File: config.mk
export PLATFORM = sky130hd
export DESIGN_NAME = clk_en_ctrl
export DESIGN_NICKNAME = d
export VERILOG_FILES = /design/src/rtl/clk_ctrl_pkg.sv /design/src/rtl/clk_div_cnt.sv /design/src/rtl/clk_en_ctrl.sv
export SDC_FILE = /design/constraint.sdc
export NUM_CORES = 1
export LEC_CHECK = 0
export BUFFER_PORTS_ARGS = -buffer_cell sky130_fd_sc_hd__buf_4
export CAP_MARGIN = 30
export CELL_PAD_IN_SITES_DETAIL_PLACEMENT = 0
export CELL_PAD_IN_SITES_GLOBAL_PLACEMENT = 1
export CORE_MARGIN = 2
export CORE_UTILIZATION = 47
export CTS_CLUSTER_DIAMETER = 80
export CTS_CLUSTER_SIZE = 40
export DETAILED_ROUTE_END_ITERATION = 16
export GPL_TIMING_DRIVEN = 1
export HOLD_SLACK_MARGIN = 0.05
export PLACE_DENSITY = 0.86
export SLEW_MARGIN = 10
export SYNTH_ARGS = -nofsm -noshare
export SYNTH_HDL_FRONTEND = slang
export SYNTH_HIERARCHICAL = 1
export SYNTH_SLANG_ARGS = --single-unit
export TNS_END_PERCENT = 10
File: constraint.sdc
create_clock -name clk_i -period 4.25 [get_ports clk_i]
set_clock_uncertainty 0.1 [all_clocks]
set_input_delay 0.425 -clock clk_i [delete_from_list [all_inputs] [get_ports clk_i]]
set_output_delay 0.425 -clock clk_i [all_outputs]
set_load 0.01 [all_outputs]
File: src/rtl/clk_ctrl_pkg.sv
// Shared types and defaults for the clock-enable controller and its divider.
package clk_ctrl_pkg;

    localparam int DEFAULT_DIV_W       = 8;
    localparam int DEFAULT_RESET_DIV   = 1;
    localparam int DEFAULT_IDLE_CYCLES = 4;
    localparam int DEFAULT_WAKE_CYCLES = 2;

    typedef enum logic [1:0] {
        RUN   = 2'd0,
        DRAIN = 2'd1,
        SLEEP = 2'd2,
        WAKE  = 2'd3
    } clk_state_e;

    // States in which the downstream clock must stay gated off.
    function automatic logic is_gated(input clk_state_e s);
        return (s == SLEEP) || (s == WAKE);
    endfunction

endpackage

File: src/rtl/clk_div_cnt.sv
// Ratio register, divide counter and registered enable-pulse generation.
module clk_div_cnt #(
    parameter int DIV_W     = 8,
    parameter int RESET_DIV = 1
) (
    input  logic             clk,
    input  logic             rst_n,
    input  logic             load,
    input  logic [DIV_W-1:0] load_ratio,
    input  logic             enable,
    input  logic             restart,
    input  logic             force_off,
    output logic             pulse
);

    logic [DIV_W-1:0] ratio_reg, ratio_next;
    logic [DIV_W-1:0] cnt_reg, cnt_next;
    logic             pulse_reg, pulse_next;
    logic             ratio_slow;
    logic             wrap;

    always_comb begin
        ratio_next = ratio_reg;
        cnt_next   = cnt_reg;
        pulse_next = pulse_reg;
        ratio_slow = (ratio_reg > DIV_W'(1));
        wrap       = (cnt_reg == ratio_reg - DIV_W'(1));

        if (load) begin
            ratio_next = load_ratio;
            cnt_next   = '0;
        end else if (restart) begin
            cnt_next = '0;
        end else if (enable) begin
            if (!ratio_slow || wrap) begin
                cnt_next = '0;
            end else begin
                cnt_next = cnt_reg + DIV_W'(1);
            end
        end

        // Gating wins over everything; a restart emits the first pulse at once.
        if (force_off) begin
            pulse_next = 1'b0;
        end else if (restart) begin
            pulse_next = 1'b1;
        end else if (load) begin
            pulse_next = (load_ratio <= DIV_W'(1));
        end else if (enable) begin
            pulse_next = !ratio_slow || wrap;
        end
    end

    always_ff @(posedge clk or negedge rst_n) begin
        if (!rst_n) begin
            ratio_reg <= DIV_W'(RESET_DIV);
            cnt_reg   <= '0;
            pulse_reg <= 1'b1;
        end else begin
            ratio_reg <= ratio_next;
            cnt_reg   <= cnt_next;
            pulse_reg <= pulse_next;
        end
    end

    assign pulse = pulse_reg;

endmodule

File: src/rtl/clk_en_ctrl.sv
// Clock-enable controller: programmable divider plus sleep/wake handshake,
// feeding the enable of the clock-gating cell from a flop.
module clk_en_ctrl
    import clk_ctrl_pkg::*;
#(
    parameter int DIV_W       = DEFAULT_DIV_W,
    parameter int RESET_DIV   = DEFAULT_RESET_DIV,
    parameter int IDLE_CYCLES = DEFAULT_IDLE_CYCLES,
    parameter int WAKE_CYCLES = DEFAULT_WAKE_CYCLES
) (
    input  logic             clk_i,
    input  logic             rst_ni,
    input  logic [DIV_W-1:0] div_ratio_i,
    input  logic             div_valid_i,
    output logic             div_ready_o,
    input  logic             sleep_req_i,
    output logic             sleep_ack_o,
    input  logic             busy_i,
    input  logic             wake_i,
    output logic             gate_en_o,
    output logic [1:0]       state_o
);

    localparam int IDLE_W = $clog2(IDLE_CYCLES + 1);
    localparam int WAKE_W = $clog2(WAKE_CYCLES + 1);
    localparam logic [IDLE_W-1:0] IDLE_LAST = IDLE_W'(IDLE_CYCLES - 1);
    localparam logic [WAKE_W-1:0] WAKE_LAST = WAKE_W'(WAKE_CYCLES - 1);

    clk_state_e        state_reg, state_next;
    logic [IDLE_W-1:0] idle_cnt_reg, idle_cnt_next;
    logic [WAKE_W-1:0] wake_cnt_reg, wake_cnt_next;
    logic              sleep_ack_reg;
    logic              div_ready;
    logic              accept;
    logic              restart;
    logic              div_enable;
    logic              force_off;

    assign div_ready  = (state_reg == RUN) || (state_reg == SLEEP);
    assign accept     = div_valid_i && div_ready;
    assign div_enable = (state_reg == RUN) || (state_reg == DRAIN);
    assign force_off  = is_gated(state_next);

    always_comb begin
        state_next    = state_reg;
        idle_cnt_next = '0;
        wake_cnt_next = '0;
        restart       = 1'b0;
        case (state_reg)
            RUN: begin
                if (sleep_req_i) begin
                    state_next = DRAIN;
                end
            end
            DRAIN: begin
                // An abort (wake or dropped request) beats a completing idle count.
                if (wake_i || !sleep_req_i) begin
                    state_next = RUN;
                end else if (!busy_i) begin
                    if (idle_cnt_reg == IDLE_LAST) begin
                        state_next = SLEEP;
                    end else begin
                        idle_cnt_next = idle_cnt_reg + IDLE_W'(1);
                    end
                end
            end
            SLEEP: begin
                if (wake_i || !sleep_req_i) begin
                    state_next = WAKE;
                end
            end
            WAKE: begin
                if (wake_cnt_reg == WAKE_LAST) begin
                    state_next = RUN;
                    restart    = 1'b1;
                end else begin
                    wake_cnt_next = wake_cnt_reg + WAKE_W'(1);
                end
            end
            default: state_next = RUN;
        endcase
    end

    always_ff @(posedge clk_i or negedge rst_ni) begin
        if (!rst_ni) begin
            state_reg     <= RUN;
            idle_cnt_reg  <= '0;
            wake_cnt_reg  <= '0;
            sleep_ack_reg <= 1'b0;
        end else begin
            state_reg     <= state_next;
            idle_cnt_reg  <= idle_cnt_next;
            wake_cnt_reg  <= wake_cnt_next;
            sleep_ack_reg <= force_off;
        end
    end

    clk_div_cnt #(
        .DIV_W     (DIV_W),
        .RESET_DIV (RESET_DIV)
    ) u_div (
        .clk        (clk_i),
        .rst_n      (rst_ni),
        .load       (accept),
        .load_ratio (div_ratio_i),
        .enable     (div_enable),
        .restart    (restart),
        .force_off  (force_off),
        .pulse      (gate_en_o)
    );

    assign div_ready_o = div_ready;
    assign sleep_ack_o = sleep_ack_reg;
    assign state_o     = state_reg;

endmodule

### After elaboration in Yosys (flattened, before gate mapping)

Cells that the tools add are included.
Widths: inputs -> output; s select.

| word-level totals | value |
|---|---|
| logic and storage cells | 55 |
| output and inout bits | 5 |
| bits in registers | 25 |
| input port bits | 14 |

| cells by class | value |
|---|---|
| multiplexer cells | 23 |
| $lt $le $gt $ge | 2 |
| add/subtract/negate cells | 4 |
| reduce and logical (&&, ||, !) cells | 11 |
| equality and inequality tests | 8 |

Operators with widths:

| operator | number |
|---|---|
| $mux 8 | 4 |
| $mux 2 | 8 |
| $mux 3 | 4 |
| $add 8x1->8 const B | 1 |
| $eq 2x2->1 const B | 4 |
| $eq 8x8->1 | 1 |
| $gt 8x1->1 const B | 1 |
| $le 8x1->1 const B | 1 |
| $pmux 2 s4 | 1 |
| $sub 8x1->8 const B | 1 |
| $mux 1 | 6 |
| $logic_or 1x1->1 | 5 |
| $eq 2x1->1 const B | 2 |
| $reduce_bool 4->1 | 1 |
| $add 3x1->3 const B | 1 |
| $eq 3x2->1 const B | 1 |
| $reduce_bool 3->1 | 1 |
| $add 2x1->2 const B | 1 |
| $logic_not 1->1 | 2 |
| $logic_not 2->1 | 1 |
| $logic_and 1x1->1 | 1 |

### Logic depth before layout (Yosys ltp)

| logic depth | value |
|---|---|
| word-level depth | 8 |
| depth in mapped cells | 8 |
| depth with buffers taken out | 8 |

### Cells and area by module

Netlist, hierarchy kept.

Modules (own cells, without submodules):

| module | cells an instance | instances | seq. area each (µm²) | area each (µm²) |
|---|---|---|---|---|
| clk_div_cnt | 106 | 1 | 427.9 | 1036.0 |
| clk_en_ctrl | 33 | 1 | 200.2 | 360.3 |

### Least setup slack after synthesis

No wires, ideal clock.

| timing | value |
|---|---|
| path type | register to register |
| start | register u_div.ratio_reg[2] |
| end | register u_div.cnt_reg[6] |
| path slack | 2166 ps |
| arrival time | 1853 ps |
| buffers on the path | 1 |
| clock period less this slack | 2084 ps |
| required time | 4019 ps |
| stages on the path, launching flop included | 8 |
| library setup time | 131 ps |
| path through | dfrtp_1 -> buf_6 -> or4_1 -> a31oi_1 -> o31ai_1 -> a2111o_1 -> nand4_4 -> o211ai_1 |

| between the ends | value |
|---|---|
| word-level cells in the longest chain between the ends | 7 |
| elaborated cells on any way between the ends | 9 |
| classes of those cells | add/sub (1); order compare (1); eq/ne (1); mux (4); reduce/logical (2) |

Ends and longest elaborated chain:

| what | RTL line | text |
|---|---|---|
| start, declared | clk_div_cnt.sv:16 | `logic [DIV_W-1:0] ratio_reg, ratio_next;` |
| start signal, assigned | clk_div_cnt.sv:56 | `ratio_reg <= DIV_W'(RESET_DIV);` |
| start signal, assigned | clk_div_cnt.sv:60 | `ratio_reg <= ratio_next;` |
| $sub 8x1->8 / $gt 8x1->1 (equally long branches) | clk_div_cnt.sv:27, clk_div_cnt.sv:26 |  |
| $eq 8x8->1 / $logic_not 1->1 (equally long branches) | clk_div_cnt.sv:27, clk_div_cnt.sv:35 |  |
| $logic_or 1x1->1 * | clk_div_cnt.sv:35 | `if (!ratio_slow \|\| wrap) begin` |
| $mux 8 * | clk_div_cnt.sv:35 |  |
| $mux 8 * | clk_div_cnt.sv:34 | `end else if (enable) begin` |
| $mux 8 * | clk_div_cnt.sv:32 | `end else if (restart) begin` |
| $mux 8 * | clk_div_cnt.sv:29 | `if (load) begin` |
| end signal, assigned | clk_div_cnt.sv:61 | `cnt_reg <= cnt_next;` |
| end, declared | clk_div_cnt.sv:17 | `logic [DIV_W-1:0] cnt_reg, cnt_next;` |

Mark *: on every way between the ends. The rest lies on a longest branch, timed or not. The select of a mux whose other input is x is not followed.
A chain may end at the register's enable or synchronous reset.

### Final worst setup path

| timing | value |
|---|---|
| start | register u_div.ratio_reg[0] |
| end | register u_div.cnt_reg[6] |

The elaborated chain is that of the path after synthesis.

==> reports/summary.log <==
qor: status.outcome completed
qor: placed_design.routabilityCongestion 0.867
qor: power_and_ir_drop.power.ir.vdd_worst 0.391 mV
qor: synth.ys_ff_latch 25
qor: global_routing.first_pass_grt_wire_length 4.84 mm
qor: synth.synth.largest_area_cell sky130_fd_sc_hd__dfrtp_1
qor: timing.timing_worst_slew_pin_value 688 ps
qor: route.vias_per_cell 5.64
qor: power_and_ir_drop.pwr_density_cell 588 mW/mm^2
qor: power_and_ir_drop.power_frac_comb 42.7%
qor: die.pin_count 19
qor: layout.signed_area_change_from_the_synthesized_netlist_to_the_final_layout 14.2%
qor: route.detailedRoute.firstPassIterationCount 4
qor: clock_tree.worst_skew_pair.late_latency 300 ps
qor: synth.netlist_top_cells_area sky130_fd_sc_hd__dfrtp_1, sky130_fd_sc_hd__xor2_1, sky130_fd_sc_hd__mux2_2
qor: clock_tree.worst_setup_hold_path_clk_slew 130 ps
qor: setup_path.critical_path_required 4340 ps
qor: layout.n_antenna_cell 0
qor: setup_path.timing.critical_path.from_type register
qor: power_and_ir_drop.switching_share 40.8%
qor: worst_hold_path.timing.hold.worst.class input pin to register
qor: timing.finalHoldViolCount 0
qor: setup_path.crit_fanout 7
qor: route.wl_met1 1.32 mm
qor: global_routing.number_of_global_route_vias_before_repair 1014
qor: route.vias 1077
qor: setup_path.crit_path_end_kind register
qor: clock_tree.post_cts_resized 0
qor: route.routed-wl-met2 1.29 mm
qor: global_routing.antenna_found_initial 0
qor: route.highest-signal-layer met4
qor: clock_tree.deepest_clock_path_buffer_count 2
qor: synth.synth.yosys.seq_area_share 45.0%
qor: route.route.detailed.drc 0
qor: power_and_ir_drop.switchingPower 383 uW
qor: timing.rsz_0062_raised_after_global_routing false
qor: route.route.met3.wl 110 microns
qor: global_routing.grt_use_total 18.6%
qor: die.chipWidth 58.5 microns
qor: timing.worst_slew_margin_rel 53.8%
qor: timing.count_of_pins_over_their_slew_limit 0
qor: timing.timing.setup.tns 0 ps
qor: clock_tree.clock_tree.root_cell sky130_fd_sc_hd__clkbuf_4
qor: layout.final_util 57.4%
qor: synth.syn_area_per_cell 10.0 sq um
qor: timing.setup_viol 0
qor: route.wl 2.75 mm
qor: route.routed_wire_length_per_instance 14.4 microns
qor: synth.synthesis.yosys.warnings 6
qor: clock_tree.cts_num_sinks 25
qor: power_and_ir_drop.power_report.internal_total 555 uW
qor: synth.synthMostInstantiatedCell sky130_fd_sc_hd__dfrtp_1
qor: layout.layout.nets 179
qor: layout.final_cells 191
qor: synth.synth_top_area_share 41.2%
qor: layout.final.fill_count 245
qor: setup_path.timing.critical_path.arrival 2380 ps
qor: timing.period_minus_slack 2280 ps
qor: synth.post_synth_inst_count 139
qor: layout.layout-drive-gt1-share 21.9%
qor: die.start_util 50.2%
qor: timing.fin_crit_sh 53.8%
qor: synth.synth_fp_nets 157
qor: global_routing.grt_overflow_total 0
qor: die.std_cell_rows 19
qor: synth.yosys.cell_types.count 36
qor: synth.ys_top_cells_by_count sky130_fd_sc_hd__dfrtp_1, sky130_fd_sc_hd__nand2_1, sky130_fd_sc_hd__xor2_1
qor: synth.asyncSetResetFlopFracSynth 100%
qor: power_and_ir_drop.power.sequential.fraction 46.7%
qor: die.die-height 58.5 microns
qor: die.design.core.area 0.00278 sq mm
qor: synth.synth_flop_cell sky130_fd_sc_hd__dfrtp_1
qor: placed_design.io_buffer_count 18
qor: route.drtAntennaViolNets 0
qor: setup_path.worst-setup-path-type register to register
qor: placed_design.place.detailed.hpwl 2.10 mm
qor: global_routing.maximum_number_of_pins_on_one_net_before_global_route_repair 26
qor: flow_run.drv_cap 0
qor: timing.max_frequency 438 MHz
qor: power_and_ir_drop.total_leakage_power 0.000706 uW
qor: synth.synth_edf_count 0
qor: clock_tree.number_of_cts_inserted_buffers 3
qor: synth.synth.cell_area 0.00140 sq mm
qor: clock_tree.cts_htree_levels 1
qor: die.die-area 0.00342 sq mm
qor: route.dr.first_iter.drc_count 63
qor: power_and_ir_drop.power.share.clock 10.7%
qor: clock_tree.tritoncts_clock_tree done
qor: placed_design.dp.cells 185
## metal layers
metal	up-vias	GRT usage [%]
met5	-	0
met4	0	4.98
li1	535	-
met2	15	29.5
met1	525	26.3
met3	2	3.30
## path summary, 6_finish.rpt
check | startpoint | end | slack (ps) | depth (start not counted)
min in group asynchronous | rst_ni | u_div/ratio_reg[6] | 440 | 2
hold / removal | div_ratio_i[1] | u_div/ratio_reg[1] | 230 | 3
setup reg to reg | u_div/ratio_reg[0] | u_div/cnt_reg[6] | 1970 | 8
max in group asynchronous | rst_ni | u_div/pulse | 3330 | 2
setup / recovery | u_div/ratio_reg[0] | u_div/cnt_reg[6] | 1970 | 8
hold reg to reg | idle_cnt_reg[0] | idle_cnt_reg[0] | 360 | 1
## through the flow
stage                     setup WS [ps]  area, sq um  hold WS [ps]  power (uW)
after floorplan                    2170         1400          29.4         716
after global placement             2020         1550           240         822
after detailed placement           1990         1550           244         839
after CTS                          1960         1590           217         942
after global routing               1780         1600           209        1030
final                              1970         1600           230         938
## logic make-up after synthesis
family	synth area share, %
AND/OR/NAND/NOR	22.7
buffers and inverters	3.58
XOR/XNOR	10.0
multiplexers	4.84
AO/OA/AOI/OAI	10.3
flip-flops	45.0
adder cells (fa/ha/maj)	3.58
## final cells by class
| type | count | area [sq um] | share of cell area, % |
|---|---|---|---|
| inverter | 8 | 30.0 | 1.88 |
| multi-input combinational | 103 | 718 | 45.0 |
| timing repair buffer | 20 | 153 | 9.57 |
| clock inverter | 1 | 5.00 | 0.314 |
| clock buffer | 3 | 22.5 | 1.41 |
| sequential | 25 | 628 | 39.4 |
| tap | 31 | 38.8 | 2.43 |
## power by group through the flow
stage | Combinational [uW] | Clock, uW | Sequential, uW
final | 400 | 100 | 438
after global routing | 461 | 114 | 455
after CTS | 402 | 104 | 436
after detailed placement | 397 | 0 | 442
after global placement | 386 | 0 | 436
after floorplan | 314 | 0 | 403
## critical path: stages (launching register included)
cell	delay [ps]
sky130_fd_sc_hd__dfstp_2	610
sky130_fd_sc_hd__inv_1	70
sky130_fd_sc_hd__ha_1	250
sky130_fd_sc_hd__nor3b_1	170
sky130_fd_sc_hd__xnor2_1	150
sky130_fd_sc_hd__nand4_1	100
sky130_fd_sc_hd__a2111o_1	430
sky130_fd_sc_hd__nand4_4	160
sky130_fd_sc_hd__o211ai_1	120
## what timing repair did
item | 4_1_cts | 5_1_grt
hold endpoints to repair | 23 | 0
hold buffers | 1 | 0
buffers inserted | 0 | 0
## cell usage in the layout (no fill, tap or decap), types with 3 or more instances in the layout
| cell type | n |
|---|---|
| sky130_fd_sc_hd__xor2_1 | 10 |
| sky130_fd_sc_hd__o31ai_1 | 4 |
| sky130_fd_sc_hd__nor3b_1 | 4 |
| sky130_fd_sc_hd__nand3_1 | 6 |
| sky130_fd_sc_hd__mux2_2 | 6 |
| sky130_fd_sc_hd__inv_1 | 8 |
| sky130_fd_sc_hd__o21ai_0 | 8 |
| sky130_fd_sc_hd__dfrtp_1 | 23 |
| sky130_fd_sc_hd__buf_4 | 19 |
| sky130_fd_sc_hd__nor2_1 | 7 |
| sky130_fd_sc_hd__nor3_1 | 4 |
| sky130_fd_sc_hd__xnor2_1 | 6 |
| sky130_fd_sc_hd__nand2_1 | 17 |
| sky130_fd_sc_hd__ha_1 | 4 |
| sky130_fd_sc_hd__clkbuf_4 | 3 |
No activity file was read; power rests on OpenSTA's default activity.
